`config.mk`:
```
export PLATFORM = sky130hd
export DESIGN_NAME = wb_button_master
export DESIGN_NICKNAME = d
export VERILOG_FILES = /design/src/rtl/wb_button_master.sv
export SDC_FILE = /design/constraint.sdc
export NUM_CORES = 1
export LEC_CHECK = 0
export ABC_AREA = 0
export CAP_MARGIN = 0
export CELL_PAD_IN_SITES_DETAIL_PLACEMENT = 1
export CELL_PAD_IN_SITES_GLOBAL_PLACEMENT = 1
export CORE_MARGIN = 5
export CORE_UTILIZATION = 35
export DETAILED_ROUTE_END_ITERATION = 16
export PLACE_DENSITY = 0.81
export SYNTH_ARGS = -nofsm -noshare
export SYNTH_HDL_FRONTEND = slang
export SYNTH_SLANG_ARGS = --single-unit
```
`constraint.sdc`:
```
create_clock -name wb_clk_i -period 5.05 [get_ports wb_clk_i]
set_input_delay 1.01 -clock wb_clk_i [delete_from_list [all_inputs] [get_ports wb_clk_i]]
set_output_delay 1.01 -clock wb_clk_i [all_outputs]
set_load 0.05 [all_outputs]
```
`src/rtl/wb_button_master.sv`:
```
// Wishbone B4 classic single-access master. Debounced button presses are
// queued and each queued batch becomes one read-modify-write of an 8-bit
// LED register: button0/button1 toggle LED0/LED1, button2 clears all LEDs.
module wb_button_master #(
    parameter logic [31:0] LED_ADDR        = 32'h3000_0000,
    parameter int          DEBOUNCE_CYCLES = 1000,
    parameter int          TIMEOUT_CYCLES  = 255
) (
    input  logic        wb_clk_i,
    input  logic        wb_rst_i,
    input  logic [2:0]  buttons,
    output logic        wbm_cyc_o,
    output logic        wbm_stb_o,
    output logic        wbm_we_o,
    output logic [3:0]  wbm_sel_o,
    output logic [31:0] wbm_adr_o,
    output logic [31:0] wbm_dat_o,
    input  logic [31:0] wbm_dat_i,
    input  logic        wbm_ack_i,
    output logic        busy,
    output logic        err_timeout
);

    localparam int                DB_W    = $clog2(DEBOUNCE_CYCLES + 1);
    localparam logic [DB_W-1:0]   DB_LAST = DB_W'(DEBOUNCE_CYCLES - 1);
    localparam int                TO_W    = $clog2(TIMEOUT_CYCLES + 1);
    localparam logic [TO_W-1:0]   TO_LAST = TO_W'(TIMEOUT_CYCLES - 1);

    typedef enum logic [1:0] {
        IDLE  = 2'd0,
        READ  = 2'd1,
        GAP   = 2'd2,
        WRITE = 2'd3
    } state_t;

    // One-cycle pulse per button on the edge its debounced level goes 0->1.
    logic [2:0] press;

    generate
        for (genvar gi = 0; gi < 3; gi++) begin : g_btn
            logic            sync1_reg;
            logic            sync2_reg;
            logic            deb_reg;
            logic [DB_W-1:0] cnt_reg;
            logic            differ;

            assign differ    = (sync2_reg != deb_reg);
            // The last differing sample before acceptance is the one that
            // flips the debounced level, so the press pulse uses it.
            assign press[gi] = differ && (cnt_reg == DB_LAST) && sync2_reg;

            // Synchronise the raw level, then accept it only after it has
            // differed from the debounced level for DEBOUNCE_CYCLES samples.
            always_ff @(posedge wb_clk_i) begin
                if (wb_rst_i) begin
                    sync1_reg <= 1'b0;
                    sync2_reg <= 1'b0;
                    deb_reg   <= 1'b0;
                    cnt_reg   <= '0;
                end else begin
                    sync1_reg <= buttons[gi];
                    sync2_reg <= sync1_reg;
                    if (!differ) begin
                        cnt_reg <= '0;
                    end else if (cnt_reg == DB_LAST) begin
                        deb_reg <= sync2_reg;
                        cnt_reg <= '0;
                    end else begin
                        cnt_reg <= cnt_reg + 1'b1;
                    end
                end
            end
        end
    endgenerate

    state_t          state_reg, state_next;
    logic [2:0]      pending_reg, pending_next;
    logic [2:0]      snap_reg, snap_next;
    logic [7:0]      rdata_reg, rdata_next;
    logic [TO_W-1:0] tmo_reg, tmo_next;
    logic            err_reg, err_next;
    logic [2:0]      pending_clr;
    logic [7:0]      wval;
    logic [23:0]     dat_i_unused;

    // Only the low byte of the LED register is meaningful.
    assign dat_i_unused = wbm_dat_i[31:8];

    // Button2 clears everything; otherwise buttons 0/1 toggle their LED.
    assign wval = snap_reg[2] ? 8'h00 : (rdata_reg ^ {6'b0, snap_reg[1:0]});

    // Transaction sequencing, timeout and bus outputs.
    always_comb begin
        state_next  = state_reg;
        snap_next   = snap_reg;
        rdata_next  = rdata_reg;
        tmo_next    = tmo_reg;
        err_next    = err_reg;
        pending_clr = 3'b000;
        wbm_cyc_o   = 1'b0;
        wbm_stb_o   = 1'b0;
        wbm_we_o    = 1'b0;
        wbm_sel_o   = 4'h0;
        wbm_adr_o   = 32'h0;
        wbm_dat_o   = 32'h0;

        case (state_reg)
            IDLE: begin
                if (pending_reg != 3'b000) begin
                    snap_next   = pending_reg;
                    pending_clr = pending_reg;
                    tmo_next    = '0;
                    state_next  = READ;
                end
            end
            READ: begin
                wbm_cyc_o = 1'b1;
                wbm_stb_o = 1'b1;
                wbm_sel_o = 4'hF;
                wbm_adr_o = LED_ADDR;
                if (wbm_ack_i) begin
                    rdata_next = wbm_dat_i[7:0];
                    state_next = GAP;
                end else if (tmo_reg == TO_LAST) begin
                    err_next   = 1'b1;
                    snap_next  = 3'b000;
                    state_next = IDLE;
                end else begin
                    tmo_next = tmo_reg + 1'b1;
                end
            end
            GAP: begin
                tmo_next   = '0;
                state_next = WRITE;
            end
            WRITE: begin
                wbm_cyc_o = 1'b1;
                wbm_stb_o = 1'b1;
                wbm_we_o  = 1'b1;
                wbm_sel_o = 4'hF;
                wbm_adr_o = LED_ADDR;
                wbm_dat_o = {24'h0, wval};
                if (wbm_ack_i) begin
                    state_next = IDLE;
                end else if (tmo_reg == TO_LAST) begin
                    err_next   = 1'b1;
                    snap_next  = 3'b000;
                    state_next = IDLE;
                end else begin
                    tmo_next = tmo_reg + 1'b1;
                end
            end
            default: state_next = IDLE;
        endcase

        // A new press wins over a clear of the same bit on the same edge.
        pending_next = (pending_reg & ~pending_clr) | press;
    end

    assign busy        = (state_reg != IDLE);
    assign err_timeout = err_reg;

    // State registers.
    always_ff @(posedge wb_clk_i) begin
        if (wb_rst_i) begin
            state_reg   <= IDLE;
            pending_reg <= 3'b000;
            snap_reg    <= 3'b000;
            rdata_reg   <= 8'h00;
            tmo_reg     <= '0;
            err_reg     <= 1'b0;
        end else begin
            state_reg   <= state_next;
            pending_reg <= pending_next;
            snap_reg    <= snap_next;
            rdata_reg   <= rdata_next;
            tmo_reg     <= tmo_next;
            err_reg     <= err_next;
        end
    end

endmodule

```
### Word-level counts from Yosys, hierarchy flattened

Cells that the tools add are included.

| storage, ports and cells | value |
|---|---|
| register bits after elaboration | 64 |
| input bits | 38 |
| output and inout bits | 73 |
| logic and storage cells | 86 |

| cells by class | value |
|---|---|
| $add $sub $neg | 4 |
| equality and inequality tests | 14 |
| multiplexer cells | 21 |
| bitwise gates (word level) | 8 |
| reduce and logical (&&, ||, !) cells | 21 |

Operators with widths:

| operator | number |
|---|---|
| 8-bit two-way mux | 5 |
| 10-bit by 1-bit adder with 10-bit output (second input constant) | 3 |
| 10-bit equality test (second input constant) | 3 |
| 30-bit two-way mux | 1 |
| 8-bit one-hot mux with 3 select lines | 1 |
| 3-bit two-way mux | 5 |
| 3-bit OR reduction | 3 |
| 8-bit by 1-bit adder with 8-bit output (second input constant) | 1 |
| 8-bit equality test (second input constant) | 1 |
| 2-bit two-way mux | 4 |
| 2-bit one-hot mux with 4 select lines | 1 |
| 2-bit AND reduction | 4 |
| 8-bit by 2-bit bitwise XOR with 8-bit output | 1 |
| 1-bit logical AND | 6 |
| 2-bit != test (second input constant) | 3 |
| 3-bit one-hot mux with 2 select lines | 1 |
| 3-bit AND reduction | 2 |
| 2-bit equality test (second input constant) | 2 |
| 4-bit two-way mux | 1 |
| 1-bit inverter | 4 |
| 4-bit AND reduction | 1 |
| 2-bit nonzero test | 2 |
| 3-bit bitwise AND | 1 |
| 1-bit != test | 3 |
| 8 further kinds | 9 |

### Depth between registers and ports, before layout

Gate-level depths: netlist (run 1).

| logic depth | value |
|---|---|
| depth in word-level cells | 6 |
| mapped depth | 6 |
| gate-level depth less buffers | 6 |

### Worst setup path after synthesis (run 1)

No wires, ideal clock.

| timing | value |
|---|---|
| kind | reg-to-output |
| start | register state_reg[0] |
| end | output port wbm_dat_o[0] |
| arrival | 1.779 ns |
| required time | 4.040 ns |
| slack | 2.261 ns |
| stages on the path, launching flop included | 5 |
| path buffers | 1 |
| cells stage by stage | dfxtp_1 buf_2 and2_1 nand2b_1 nor2_1 |

| on the way | value |
|---|---|
| longest elaborated chain between the ends | 2 |

Ends and longest elaborated chain:

| element | line | RTL |
|---|---|---|
| start, declared | 76 | `state_t state_reg, state_next;` |
| start signal, assigned | 173 | `state_reg <= state_next;` |
| 2-bit equality test | 107 | `case (state_reg)` |
| 8-bit two-way mux | 107 |  |
| end, declared | 17 | `output logic [31:0] wbm_dat_o,` |

Every way passes these cells.

### Worst setup path after layout (run 1)

| timing | value |
|---|---|
| start | register state_reg[1] |
| end | output port wbm_dat_o[7] |

Same word-level chain as after synthesis.

==> results.md, run 1 <==
- Status: completed
- MaxCap Viol Count: 0
- Post-CTS Setup Bufs: 0
- Final #Nets: around 450
- Routed metal-1 wirelength: 2.92 mm
- # DRC: 0
- Met3 WL: 346 um
- Post-CTS sizing: 0
- Worst r2r src: state_reg[0]$_SDFFE_PP0P_
- Die Y: about 110 um
- Clock root buffer: clkbuf_8
- Util after Layout: 0.399
- Filler cells: roughly 1100
- Largest register FFs: 30
- Antenna diodes: 0
- Reg2reg path depth: 5
- Largest net degree at the start of global routing: 29
- Critical path's largest stage delay: 0.80 ns
- Top_reg_cell synth: dfxtp_1
- Xor/xnor share of the synthesized area: 0.0783
- Worst Setup End Kind: output pin
- Vias in the first global route: 2489
- Synth Area in Adders: 0.0193
- Sw Pwr: approximately 310 uW
- Post-Syn Instances: 384
- Synthesized area per cell: ~8.5 um2
- Worst hold start: g_btn[2].sync1_reg$_SDFF_PP0_
- Largest family of logic cells by synthesized area: simple AND/OR/NAND/NOR gates
- Slew Viols, Final: 0
- Delay-heaviest family, CP: buffers and inverters
- Lkg Pwr: 1.28 nW
- GR Overflow Total: 0
- Clock insertion delay at the later pin of the skew report: 0.35 ns
- Die area: 11300 um2
- Core Region: between 9000 and 10000 um2
- Post-synthesis async set-or-reset flop share: 0
- Setup total negative slack: 0 ns
- Clk_skew: 0.00543 ns
- R2R setup slack: 2.93 ns
- Clk slew on worst S/H paths: ~0.080 ns
- Min-Delay Endpoint: g_btn[2].sync2_reg$_SDFF_PP0_
- CTS Sinks: 64
- Seq cells post-synth: 64
- P_int: roughly 850 uW
- Crit path max fanout: 6
- Mapped cell area: 3250 um2
- TritonCTS clock tree: built
- Initial Util: 0.355
- CP Data Required Time: 4.04 ns
- Area Growth Syn to Fin: 12.6%
- Post-layout min period: around 3.2 ns
- Final period utilization: 0.642
- Pwr Density: 317 nW/um2
- Switching Share: 0.268
- Most instantiated cells after synthesis: 64 x dfxtp_1, 63 x buf_4, 44 x nor2_1
- Iteration count of the initial detailed-routing pass: 4
- Port Buffers: 32
- First-pass GRT wire length: between 10 and 15 mm
- Compound-Gate Fraction of Synth Area: 0.0725
- Cell mode on critical path: and2_1
- Setup crit start kind: register
- Share of power burned in the clock network: 0.465
- WP buf/inv: 1
- Total wire length: 6.79 mm
- WL met2: ~3.4 mm
- Via-to-Cell Ratio: 4.67
- Final setup viols: 0
- Post-DR wirelength/cell: between 10 and 15 um
- DRT antenna net count: 0
- Via count: 2459
- Die width: 106 um
- Mux cell area share after synthesis: 0.00925
- Post-Synth Simple-Gate Area: 0.259
- Share of layout cells above drive strength 1: 0.0578
- RSZ-0062 raised after global routing: false
- Most common cell in the synthesized netlist: dfxtp_1
- Worst-Margin Slew: 0.707 ns
- Netlist cell types: 47
- Hold WC Path Type: reg -> reg
- R2R Path End: tmo_reg[7]$_SDFFE_PP0P_
- Dpl hpwl: 5.17 mm
- Gate power share: 0.096
- Final hold violation count: 0
- DR iter-0 viols: 85
- Yosys top cell by area: dfxtp_1
- Sequence of cells on the critical path: and2_1 -> nor2b_1 -> and2_1 -> clkdlybuf4s50_1
- Hold path depth: 1
- Yosys top cell area share: 0.395
- CTS Buf Count: 9
- Slowest-stage cell, CP: clkdlybuf4s50_1
- Placement Rows: 35
- Gp weighted congestion: 0.828
- Ranking of synthesized cells by area: dfxtp_1 39%, buf_4 15%, nor2_1 5.1%
- Synth warnings: 0
- Worst VDD drop: around 0.13 mV
- I/O pins: 111
- Top layer in use: met4
- GRT Util Overall: 0.123
- H-tree Lvls: 3
- Worst path arrival time: ~2.2 ns
- Post-synth EDFFs: 0
- Sequential area share after synthesis: 0.395
- FMAX: 308 MHz
- Slew HR: 0.525
- Flop pwr share: 0.440
- Clk buf depth: 2
- Initial antenna violation count: 0
- # hold bufs at CTS: 0
- CP Class: reg -> out
power by group through the flow:
stage | Sequential [mW] | Clock, mW | Combinational [mW]
floorplan | 0.520 | 0 | 0.130
detailed placement | 0.521 | 0 | 0.110
global placement | 0.521 | 0 | 0.110
finish | 0.509 | 0.538 | 0.111
global route | 0.509 | 0.569 | 0.115
CTS | 0.509 | 0.551 | 0.110
metrics by stage:
step	total power [mW]	cells	setup slack (ns)	area (um2)	hold WS, ns
floorplan	0.650	437	2.26	3440	0.414
global placement	0.630	510	2.15	3410	0.423
detailed placement	0.631	510	2.11	3410	0.432
CTS	1.17	526	1.72	3650	0.451
global route	1.19	526	1.64	3650	0.465
finish	1.16	526	1.81	3650	0.443
area by class of cell:
| cell class | instances | area (um2) | share of cell area |
|---|---|---|---|
| inverters | 8 | 30.0 | 0.00822 |
| repair buffers | 34 | 335 | 0.0917 |
| multi-input cells | 293 | 1630 | 0.445 |
| clock inverters | 7 | 120 | 0.0329 |
| clock buffers | 9 | 124 | 0.0339 |
| well taps | 111 | 139 | 0.0380 |
| flip-flops and latches | 64 | 1280 | 0.351 |
cells by family (layout without fill, tap and decap cells):
logic type,count (synthesis),count (layout)
simple gates,167,167
buf+inv,80,58
flops,64,64
compound gates,35,35
xor+xnor,29,29
fa+ha+maj,5,5
mux,3,3
other cells,1,54
how the worst max path moves through the flow:
stage,startpoint,endpoint,slack [ns],cells after the start
global route,state_reg[1]$_SDFFE_PP0P_,wbm_dat_o[7],1.64,4
CTS,state_reg[1]$_SDFFE_PP0P_,wbm_dat_o[4],1.72,4
global placement,state_reg[1]$_SDFFE_PP0P_,wbm_dat_o[7],2.15,4
detailed placement,wb_rst_i,g_btn[1].cnt_reg[8]$_SDFF_PP0_,2.11,5
floorplan,state_reg[0]$_SDFFE_PP0P_,wbm_dat_o[0],2.26,4
finish,state_reg[1]$_SDFFE_PP0P_,wbm_dat_o[7],1.81,4
routing by layer:
| layer | up-vias | track usage |
|---|---|---|
| met5 | - | 0 |
| met4 | 0 | 0.0694 |
| met3 | 14 | 0.0298 |
| met2 | 61 | 0.210 |
| met1 | 1164 | 0.141 |
| li1 | 1220 | - |
worst register-to-register path, stage by stage, from the launching register on:
cell	delay [ns]
dfxtp_1	0.31
buf_4	0.20
or2_1	0.39
o41ai_4	0.59
nor2_1	0.25
o311ai_1	0.28
layout by cell type (no fill, tap or decap), drive strengths merged, types with 3 or more instances in the layout:
| master | count |
|---|---|
| nand2 | 43 |
| nand2b | 5 |
| clkbuf | 9 |
| clkinvlp | 4 |
| nor3 | 11 |
| conb | 54 |
| nand4 | 8 |
| and2 | 9 |
| nand3b | 4 |
| or4 | 6 |
| or3b | 4 |
| mux2i | 3 |
| xnor2 | 18 |
| bufinv | 3 |
| ha | 5 |
| o311ai | 3 |
| clkdlybuf4s50 | 32 |
| a21oi | 17 |
| nor2b | 8 |
| xor2 | 11 |
| dfxtp | 64 |
| o21ai | 6 |
| inv | 7 |
| nor2 | 44 |
| nand3 | 12 |
| and3 | 4 |
Note: power is estimated with default switching activity, not from simulation.
==> inputs of run 2 (changes only) <==
--- a/config.mk
+++ b/config.mk
@@ -10,9 +10,9 @@
 export CELL_PAD_IN_SITES_DETAIL_PLACEMENT = 1
 export CELL_PAD_IN_SITES_GLOBAL_PLACEMENT = 1
 export CORE_MARGIN = 5
-export CORE_UTILIZATION = 35
+export CORE_UTILIZATION = 30
 export DETAILED_ROUTE_END_ITERATION = 16
-export PLACE_DENSITY = 0.81
+export PLACE_DENSITY = 0.74
 export SYNTH_ARGS = -nofsm -noshare
 export SYNTH_HDL_FRONTEND = slang
 export SYNTH_SLANG_ARGS = --single-unit
==> constraint.sdc (replaced) <==
create_clock -name wb_clk_i -period 2.95 [get_ports wb_clk_i]
set_input_delay 0.59 -clock wb_clk_i [delete_from_list [all_inputs] [get_ports wb_clk_i]]
set_output_delay 0.59 -clock wb_clk_i [all_outputs]
set_load 0.05 [all_outputs]
==> run 2 against run 1 <==
Setup slack lost 1.4 ns. Routed wire length grew 0.47%. Core utilization shrank 6.3 points. Largest power group is now sequential cells. Global-route usage shrank 1.9 points. Hold slack gained 0.0034 ns. Die area grew 15%. Clock-buffer cell count grew 4. Clock power grew 17%. Critical path type unchanged. Highest routed layer unchanged. Sequential share of layout area grew 0.52 points. Power grew 46%. Via count shrank 1.8%.
==> results.md, run 2 (synthesis results as in run 1) <==
- Clock insertion delay at the later pin of the skew report: 0.34 ns (was 0.35 ns)
- # DRC: 0 (unchanged)
- Core Region: 10700 um2 (was 9150 um2)
- Setup total negative slack: 0 ns (unchanged)
- Clk slew on worst S/H paths: 0.07 ns (was 0.08 ns)
- Dpl hpwl: 5.23 mm (was 5.17 mm)
- DRT antenna net count: 0 (unchanged)
- Flop pwr share: 0.515 (was 0.440)
- Clock root buffer: clkbuf_8 (unchanged)
- Crit path max fanout: 5 (was 6)
- R2R Path End: tmo_reg[3]$_SDFFE_PP0P_ (was tmo_reg[7]$_SDFFE_PP0P_)
- Non-filler cells, final: 555 (was 526)
- Sequence of cells on the critical path: and2_1 -> nand2b_1 -> nor2_1 -> clkdlybuf4s50_1 (was and2_1 -> nor2b_1 -> and2_1 -> clkdlybuf4s50_1)
- I/O pins: 111 (unchanged)
- DR iter-0 viols: 59 (was 85)
- Sw Pwr: 481 uW (was 311 uW)
- Total wire length: 6.82 mm (was 6.79 mm)
- Largest net degree at the start of global routing: 20 (was 29)
- Via count: 2415 (was 2459)
- Via-to-Cell Ratio: 4.35 (was 4.67)
- Initial Util: 0.303 (was 0.355)
- Worst Setup SP: state_reg[1]$_SDFFE_PP0P_ (unchanged)
- Critical path's largest stage delay: 0.82 ns (was 0.80 ns)
- Placement Rows: 38 (was 35)
- Final #Nets: 455 (was 453)
- Worst Setup End Kind: output pin (unchanged)
- Initial antenna violation count: 0 (unchanged)
- Util after Layout: 0.337 (was 0.399)
- Gate power share: 0.114 (was 0.096)
- Setup crit start kind: register (unchanged)
- H-tree Lvls: 3 (unchanged)
- Slowest-stage cell, CP: clkdlybuf4s50_1 (unchanged)
- Slew HR: 0.558 (was 0.525)
- Post-DR wirelength/cell: 12.3 um (was 12.9 um)
- Die width: 114 um (was 106 um)
- Reg2reg path depth: 4 (was 5)
- Pwr Density: 470 nW/um2 (was 317 nW/um2)
- Final setup viols: 0 (unchanged)
- Share of power burned in the clock network: 0.371 (was 0.465)
- Gp weighted congestion: 0.779 (was 0.828)
- Switching Share: 0.284 (was 0.268)
- CP Class: reg -> out (unchanged)
- Worst r2r src: state_reg[1]$_SDFFE_PP0P_ (was state_reg[0]$_SDFFE_PP0P_)
- Status: completed (unchanged)
- Worst VDD drop: 0.241 mV (was 0.135 mV)
- Hold path depth: 1 (unchanged)
- Clk buf depth: 2 (unchanged)
- Commonest non-fill, non-tap cell in the layout: dfxtp_1 (unchanged)
- Largest register FFs: 30 (unchanged)
- TritonCTS clock tree: built (unchanged)
- Placed Cells: 541 (was 510)
- Worst path arrival time: 1.93 ns (was 2.23 ns)
- Area Growth Syn to Fin: 10.9% (was 12.6%)
- CTS Sinks: 64 (unchanged)
- Die area: 13000 um2 (was 11300 um2)
- Lkg Pwr: 1.28 nW (about the same)
- Clk_skew: 0.00554 ns (was 0.00543 ns)
- P_int: 1.21 mW (was 847 uW)
- Worst-Margin Slew: 0.658 ns (was 0.707 ns)
- R2R setup slack: 1.07 ns (was 2.93 ns)
- Vias in the first global route: 2533 (was 2489)
- Post-CTS sizing: 0 (unchanged)
- Most frequent cells in the layout: 64 x dfxtp_1, 54 x conb_1, 44 x nor2_1 (unchanged)
- MaxCap Viol Count: 0 (unchanged)
- Post-CTS Setup Bufs: 0 (unchanged)
- Min-Delay Endpoint: g_btn[0].cnt_reg[0]$_SDFF_PP0_ (was g_btn[2].sync2_reg$_SDFF_PP0_)
- Antenna diodes: 0 (unchanged)
- Post-route cell area: 3600 um2 (was 3650 um2)
- FMAX: 396 MHz
- Hold WC Path Type: reg -> reg (unchanged)
- GR Overflow Total: 0 (unchanged)
- GRT Util Overall: 0.105 (was 0.123)
- RSZ-0062 raised after global routing: false (unchanged)
- Die Y: 114 um (was 106 um)
- Post-layout min period: 2.52 ns
- Share of layout cells above drive strength 1: 0.0651 (was 0.0578)
- CTS Buf Count: 9 (unchanged)
- # hold bufs at CTS: 0 (unchanged)
- Slew Viols, Final: 0 (unchanged)
- Iteration count of the initial detailed-routing pass: 4 (unchanged)
- Port Buffers: 32 (unchanged)
- Placed cell areas: 3450 um2 (was 3410 um2)
- Worst hold start: g_btn[0].cnt_reg[0]$_SDFF_PP0_ (was g_btn[2].sync1_reg$_SDFF_PP0_)
- First-pass GRT wire length: 11.3 mm (about the same)
- Final hold violation count: 0 (unchanged)
- CP Data Required Time: 2.36 ns (was 4.04 ns)
- Final period utilization: 0.856
[run 2: cell types whose count changed in the layout (fill, tap and decap cells not counted)]
cell,previous run,this run
buf_4,2,10
bufinv_16,3,0
clkbuf_1,0,3
clkbuf_8,9,10
clkdlybuf4s50_1,32,26
clkinv_2,0,1
clkinvlp_4,4,0
[run 2: area by class of cell]
type / instances / area (um2)
fill: 1324 / 7100
multi-input combinational: 293 / 1630
clock buffer: 13 / 149
timing repair buffer: 36 / 335
sequential: 64 / 1280
clock inverter: 1 / 5.00
tap: 140 / 175
inverter: 8 / 30.0
[run 2: how the worst max path moves through the flow]
stage / to / slack (ns) / cells past startpoint
final: wbm_dat_o[0] / 0.43 / 4
after CTS: wbm_dat_o[0] / 0.39 / 4
after global routing: wbm_dat_o[0] / 0.31 / 4
after global placement: tmo_reg[2]$_SDFFE_PP0P_ / 0.77 / 5
after detailed placement: tmo_reg[2]$_SDFFE_PP0P_ / 0.74 / 5
after floorplan: wbm_dat_o[0] / 0.58 / 4
[run 2: metrics by stage]
step | worst slack [ns] | total power [mW] | hold slack, ns
2_1_floorplan | 0.581 | 1.11 | 0.414
3_3_place_gp | 0.766 | 1.08 | 0.426
3_5_place_dp | 0.737 | 1.08 | 0.440
4_1_cts | 0.391 | 1.72 | 0.451
5_1_grt | 0.313 | 1.77 | 0.476
6_report | 0.426 | 1.69 | 0.446
[run 2: metal layers]
metal  routed length, um  global-route usage
met1                2990               0.120
met5                   0                   0
met2                3510               0.185
met3                 265              0.0350
met4                  65              0.0301
[run 2: power groups by stage]
stage / clock [mW] / sequential (mW) / combinational, mW
5_1_grt: 0.694 / 0.872 / 0.200
3_5_place_dp: 0 / 0.891 / 0.190
2_1_floorplan: 0 / 0.891 / 0.222
4_1_cts: 0.661 / 0.872 / 0.190
3_3_place_gp: 0 / 0.891 / 0.189
6_report: 0.627 / 0.872 / 0.192
[run 2: critical path, delay by kind of cell, from the launching register on]
family                 cells  cell delay, ns
buffers and inverters      1            0.82
flip-flops                 1            0.37
AND/OR/NAND/NOR            3            0.40
==> inputs of run 3 (changes only) <==
--- a/config.mk
+++ b/config.mk
@@ -6,7 +6,6 @@
 export NUM_CORES = 1
 export LEC_CHECK = 0
 export ABC_AREA = 0
-export CAP_MARGIN = 0
 export CELL_PAD_IN_SITES_DETAIL_PLACEMENT = 1
 export CELL_PAD_IN_SITES_GLOBAL_PLACEMENT = 1
 export CORE_MARGIN = 5
==> results of run 3 <==
Final layout, timing and power as in run 2 (identical DEF).
==> edit 1: new RTL, settings of run 3 <==
The parameter `DEBOUNCE_CYCLES` goes from 1000 to 4000.
--- a/src/rtl/wb_button_master.sv
+++ b/src/rtl/wb_button_master.sv
@@ -3,7 +3,7 @@
 // LED register: button0/button1 toggle LED0/LED1, button2 clears all LEDs.
 module wb_button_master #(
     parameter logic [31:0] LED_ADDR        = 32'h3000_0000,
-    parameter int          DEBOUNCE_CYCLES = 1000,
+    parameter int          DEBOUNCE_CYCLES = 4000,
     parameter int          TIMEOUT_CYCLES  = 255
 ) (
     input  logic        wb_clk_i,
Check against the original RTL: no difference found for any inputs over 10 cycles, from zero or initial values and one cycle with wb_rst_i high; that may be too few to reach the edited logic, so the function may still have changed.
==> edit 1 against run 3 <==
  * Sequential share of layout area fell by 1.1 points
  * First-iteration DRC count fell by 17%
  * Final cell count rose by 2.3%
  * Sequential cell count rose by 6
  * Die area rose by 6.7%
  * Register-to-register slack got worse by 0.05 ns
  * Clock power rose by 85%
  * Synthesized area rose by 7.4%
  * Routed wire length rose by 4.2%
  * Total power rose by 36%
  * Setup slack got worse by 0.078 ns
  * Final area rose by 13%
  * Worst hold slack got worse by 0.011 ns
  * Critical endpoint unchanged
  * Largest cell class unchanged
  * Largest power group is now the clock network
==> edit 1: results (changes against run 3) <==
STATUS='complete, no violations'  # unchanged
YS_TOP_CELLS_BY_COUNT='sky130_fd_sc_hd__dfxtp_1 (70), sky130_fd_sc_hd__buf_4 (61), sky130_fd_sc_hd__nor2_1 (57)'  # was sky130_fd_sc_hd__dfxtp_1 (64), sky130_fd_sc_hd__buf_4 (63), sky130_fd_sc_hd__nor2_1 (44)
GRT_MAX_DEGREE=27  # was 20
LAYOUT.NON_CLOCK_INVERTERS=10  # was 8
SEQ_AREA_FRAC_SYNTH_PCT=40.2  # was 39.5%
DETAIL_ROUTE.WL_PER_CELL_UM=12.5  # was 12.3 um
REG2REGPATHDEPTH=5  # was 4
CLOCK-SKEW-FINAL_NS=0.00878  # was 0.00554 ns
FIRST_PASS_GRT_WIRE_LENGTH_UM=12300  # was 11300 um
ROUTED-VIA-COUNT=2521  # was 2415
LAYOUT-DRIVE-GT1-SHARE_PCT=8.94  # was 6.51%
PLACE_HPWL_UM=5360  # was 5230 um
POWER_LEAKAGE_uW=0.00144  # was 0.00128 uW
TIMING.HOLD.WORST_ENDPOINT='g_btn[2].sync2_reg'  # was g_btn[0].cnt_reg[0]
NETLIST-CELL-TYPE-COUNT=39  # was 47
PLACEMENT.SETUP.WORST_SLACK_NS=0.697  # was 0.737 ns
CLOCK_BUFFER_COUNT=10  # was 13
FIRST_GLOBAL_VIAS=2670  # was 2533
FINALNETCOUNT=463  # was 455
NFILLCELLS=1363  # was 1324
MAX_FFS_PER_REGISTER=36  # was 30
GRT_UTIL_ALL_LAYERS_PCT=10.7  # was 10.5%
REG2REG_SLACK_NS=1.02  # was 1.07 ns
SEQ_SHARE_PCT=34.5  # was 35.6%
CTS_ROOT_BUF='sky130_fd_sc_hd__clkbuf_16'  # was sky130_fd_sc_hd__clkbuf_8
FINAL-CLK-CELL-SHARE_PCT=7.97  # was 4.27%
MULTIINPUTGATEAREA_UM2=1730  # was 1630 um^2
REGTOREGENDPOINT='g_btn[2].cnt_reg[5]'  # was tmo_reg[3]
FIRST_ITER_VIOLATIONS=49  # was 59
## edit 1: cell count changes after synthesis, sizes merged, moves of 5 or more
cell | run 3 | this run
nor2 | 44 | 57
or3 | 1 | 6
nor4 | 2 | 10
nand2 | 43 | 15
mux2i | 3 | 13
dfxtp | 64 | 70
xnor2 | 18 | 25
nand4 | 8 | 14
## edit 1: stage by stage
stage,instance area (um^2),hold slack [ns],std cells
detailed placement,3740,0.427,552
finish,4070,0.435,568
global placement,3740,0.427,552
CTS,4070,0.440,568
global route,4070,0.451,568
floorplan,3680,0.414,448
## edit 1: logic make-up (layout without fill, tap and decap cells)
| group | after synthesis | after routing | synth area share (%) |
|---|---|---|---|
| and+or+nand+nor | 158 | 158 | 23.4 |
| buffers and inverters | 83 | 60 | 15.9 |
| DFF | 70 | 70 | 40.2 |
| xor gates and xnor gates | 33 | 33 | 8.29 |
| AOI/OAI and AO/OA | 32 | 32 | 6.54 |
| muxes | 13 | 13 | 3.73 |
| adders and majority gates | 5 | 5 | 1.80 |
| other | 1 | 54 | 0.108 |
## edit 1: power breakdown
group / total (uW) / switching (uW) / internal [uW]
combinational: 192 / 170 / 21.9
clock: 1160 / 396 / 759
sequential: 954 / 3.30 / 951
total: 2300 / 569 / 1730
## edit 1: routing by layer
metal  up-vias  share of wire, %  GRT usage, %
met3         9               5.2          3.56
met5         -                 0             0
li1       1256                 -             -
met4         0               1.6          4.09
met1      1199                41          11.4
met2        57                52          19.4
## edit 1: how the worst max path moves through the flow
stage                        end  slack, ns  cells past startpoint
finish              wbm_dat_o[0]       0.35                      4
global placement            busy       0.80                      3
detailed placement  wbm_dat_o[0]       0.70                      4
global route        wbm_dat_o[0]       0.25                      4
CTS                 wbm_dat_o[0]       0.32                      4
floorplan           wbm_dat_o[0]       0.59                      4
==> edit 2: new RTL, config.mk and constraints of run 3 <==
Made on the original files. Take the reset off `rdata_reg` and load it in a clocked block of its own.
--- a/src/rtl/wb_button_master.sv
+++ b/src/rtl/wb_button_master.sv
@@ -166,18 +166,20 @@
             state_reg   <= IDLE;
             pending_reg <= 3'b000;
             snap_reg    <= 3'b000;
-            rdata_reg   <= 8'h00;
             tmo_reg     <= '0;
             err_reg     <= 1'b0;
         end else begin
             state_reg   <= state_next;
             pending_reg <= pending_next;
             snap_reg    <= snap_next;
-            rdata_reg   <= rdata_next;
             tmo_reg     <= tmo_next;
             err_reg     <= err_next;
         end
     end
 
+    always_ff @(posedge wb_clk_i) begin
+        rdata_reg <= rdata_next;
+    end
+
 endmodule
 
Formal check against the unedited RTL: no difference found for any inputs over 10 cycles, from zero or initial values and one cycle with wb_rst_i high; that may be too few to reach the edited logic, so the function may still have changed.
==> edit 2 against run 3 <==
  * Combinational power is 3% lower
  * Final area is 1.2% lower
  * Routed wire length is 6.3% lower
  * Sequential cell count stayed put
  * Synthesized area is 2.1% lower
  * Total power is 8.5% higher
  * Setup slack better by 0.11 ns
  * Final cell count is 7.0% lower
  * Largest cell class unchanged
  * Largest power group unchanged
  * Highest routed layer unchanged
==> edit 2: results (changes against run 3) <==
DETAIL_ROUTED_VIA_COUNT_PER_CELL=4.34  # was 4.35
MET1_LENGTH_UM=2490  # was 2990 um
LAYOUT-DRIVE-GT1-SHARE_PCT=8.16  # was 6.51%
FINAL_PERIOD_MINUS_WORST_SETUP_SLACK_NS=2.41  # was 2.52 ns
TRITONCTS.NUM_BUFFERS=9  # unchanged
GRT_UTIL_ALL_LAYERS_PCT=10.3  # was 10.5%
NUMBER_OF_SETUP_BUFFERS_ADDED_AFTER_CTS=0  # unchanged
PLACE_HPWL_UM=4660  # was 5230 um
N_ANTENNA_CELL=0  # unchanged
POWER_LEAKAGE_uW=0.00127  # was 0.00128 uW
POST-PLACE-CELLS=500  # was 541
DPL-INSTANCE-AREA_UM2=3360  # was 3450 um^2
SEQ_AREA_FRAC_SYNTH_PCT=42.9  # was 39.5%
SYNTH_TOP_CELLS_BY_AREA='sky130_fd_sc_hd__dfxtp_1 (35%), sky130_fd_sc_hd__buf_4 (14%), sky130_fd_sc_hd__edfxtp_1 (7.6%), sky130_fd_sc_hd__xnor2_1 (5.8%), sky130_fd_sc_hd__nor2_1 (5.1%)'  # was sky130_fd_sc_hd__dfxtp_1 (39%), sky130_fd_sc_hd__buf_4 (15%), sky130_fd_sc_hd__nor2_1 (5.1%), sky130_fd_sc_hd__nand2_1 (5.0%), sky130_fd_sc_hd__xnor2_1 (4.9%)
PLACE.GP.CONGESTION=0.758  # was 0.779
VDD_IR_DROP_MAX_uV=213  # was 241 uV
CRITPATHCAPTURE='wbm_adr_o[29]'  # was wbm_dat_o[0]
MET2ROUTEDLENGTH_UM=3530  # was 3510 um
SYNTH_EDF_COUNT=8  # was 0
STATUS='complete, no violations'  # unchanged
SYNTH_CELLS=346  # was 384
WORST-SLEW-PIN-TRANSITION_NS=0.769  # was 0.658 ns
CPPEAKSTAGEDELAY_NS=0.84  # was 0.82 ns
FIRST_ITER_VIOLATIONS=44  # was 59
ROUTED_WIRELENGTH_UM=6400  # was 6820 um
ROUTE.MET3.WL_UM=282  # was 265 um
SWITCHINGPOWER_uW=512  # was 481 uW
REGTOREGENDPOINT='tmo_reg[7]'  # was tmo_reg[3]
FIRST_GLOBAL_VIAS=2302  # was 2533
CP_TOP_FAMILY='buffers and inverters'  # unchanged
FINALNETCOUNT=418  # was 455
CRIT_ARRIVAL_NS=1.82  # was 1.93 ns
PLACEMENT.SETUP.WORST_SLACK_NS=0.639  # was 0.737 ns
YS_TOP_CELLS_BY_COUNT='sky130_fd_sc_hd__buf_4 (61), sky130_fd_sc_hd__dfxtp_1 (56), sky130_fd_sc_hd__nor2_1 (43)'  # was sky130_fd_sc_hd__dfxtp_1 (64), sky130_fd_sc_hd__buf_4 (63), sky130_fd_sc_hd__nor2_1 (44)
REG2REGPATHDEPTH=5  # was 4
PATH_MAX_FANOUT=19  # was 5
ROUTED-VIA-COUNT=2239  # was 2415
NETLIST-CELL-TYPE-COUNT=46  # was 47
BEGINNING_OF_THE_WORST_REGISTER_TO_REGISTER_PATH='state_reg[0]'  # was state_reg[1]
edit 2: metal layers:
| metal | track usage [%] | vias up |
|---|---|---|
| met5 | 0 | - |
| met4 | 4.49 | 0 |
| met3 | 3.21 | 7 |
| met2 | 19.2 | 41 |
| met1 | 10.6 | 1082 |
| li1 | - | 1109 |
edit 2: area by class of cell:
type	instances	area (um^2)
Sequential cell	64	1360
Inverter	9	33.8
Clock inverter	4	53.8
Timing Repair Buffer	35	323
Clock buffer	12	145
Fill cell	1212	6770
Tap cell	136	170
Multi-Input combinational cell	256	1470
edit 2: worst min-delay path by stage:
| stage | from | end | slack [ns] | depth (start not counted) |
|---|---|---|---|---|
| final | g_btn[1].sync1_reg | g_btn[1].sync2_reg | 0.45 | 1 |
| after global routing | g_btn[1].sync1_reg | g_btn[1].sync2_reg | 0.46 | 1 |
| after CTS | g_btn[1].sync1_reg | g_btn[1].sync2_reg | 0.45 | 1 |
| after detailed placement | g_btn[0].sync1_reg | g_btn[0].sync2_reg | 0.43 | 1 |
| after global placement | g_btn[1].sync1_reg | g_btn[1].sync2_reg | 0.42 | 1 |
| after floorplan | g_btn[0].sync1_reg | g_btn[0].sync2_reg | 0.41 | 1 |
edit 2: power by group through the flow:
stage,clock [uW],sequential (uW),combinational (uW)
after floorplan,0,908,219
after global placement,0,908,183
after detailed placement,0,909,185
after CTS,787,889,185
after global routing,831,889,194
final,760,889,187
edit 2: kinds of logic after synthesis:
family,synth area share (%)
adder cells (fa/ha/maj),1.97
multiplexers,0.945
other,0.118
buffers and inverters,17.1
XOR/XNOR,8.00
AO/OA/AOI/OAI,6.42
AND/OR/NAND/NOR,22.6
flip-flops,42.9
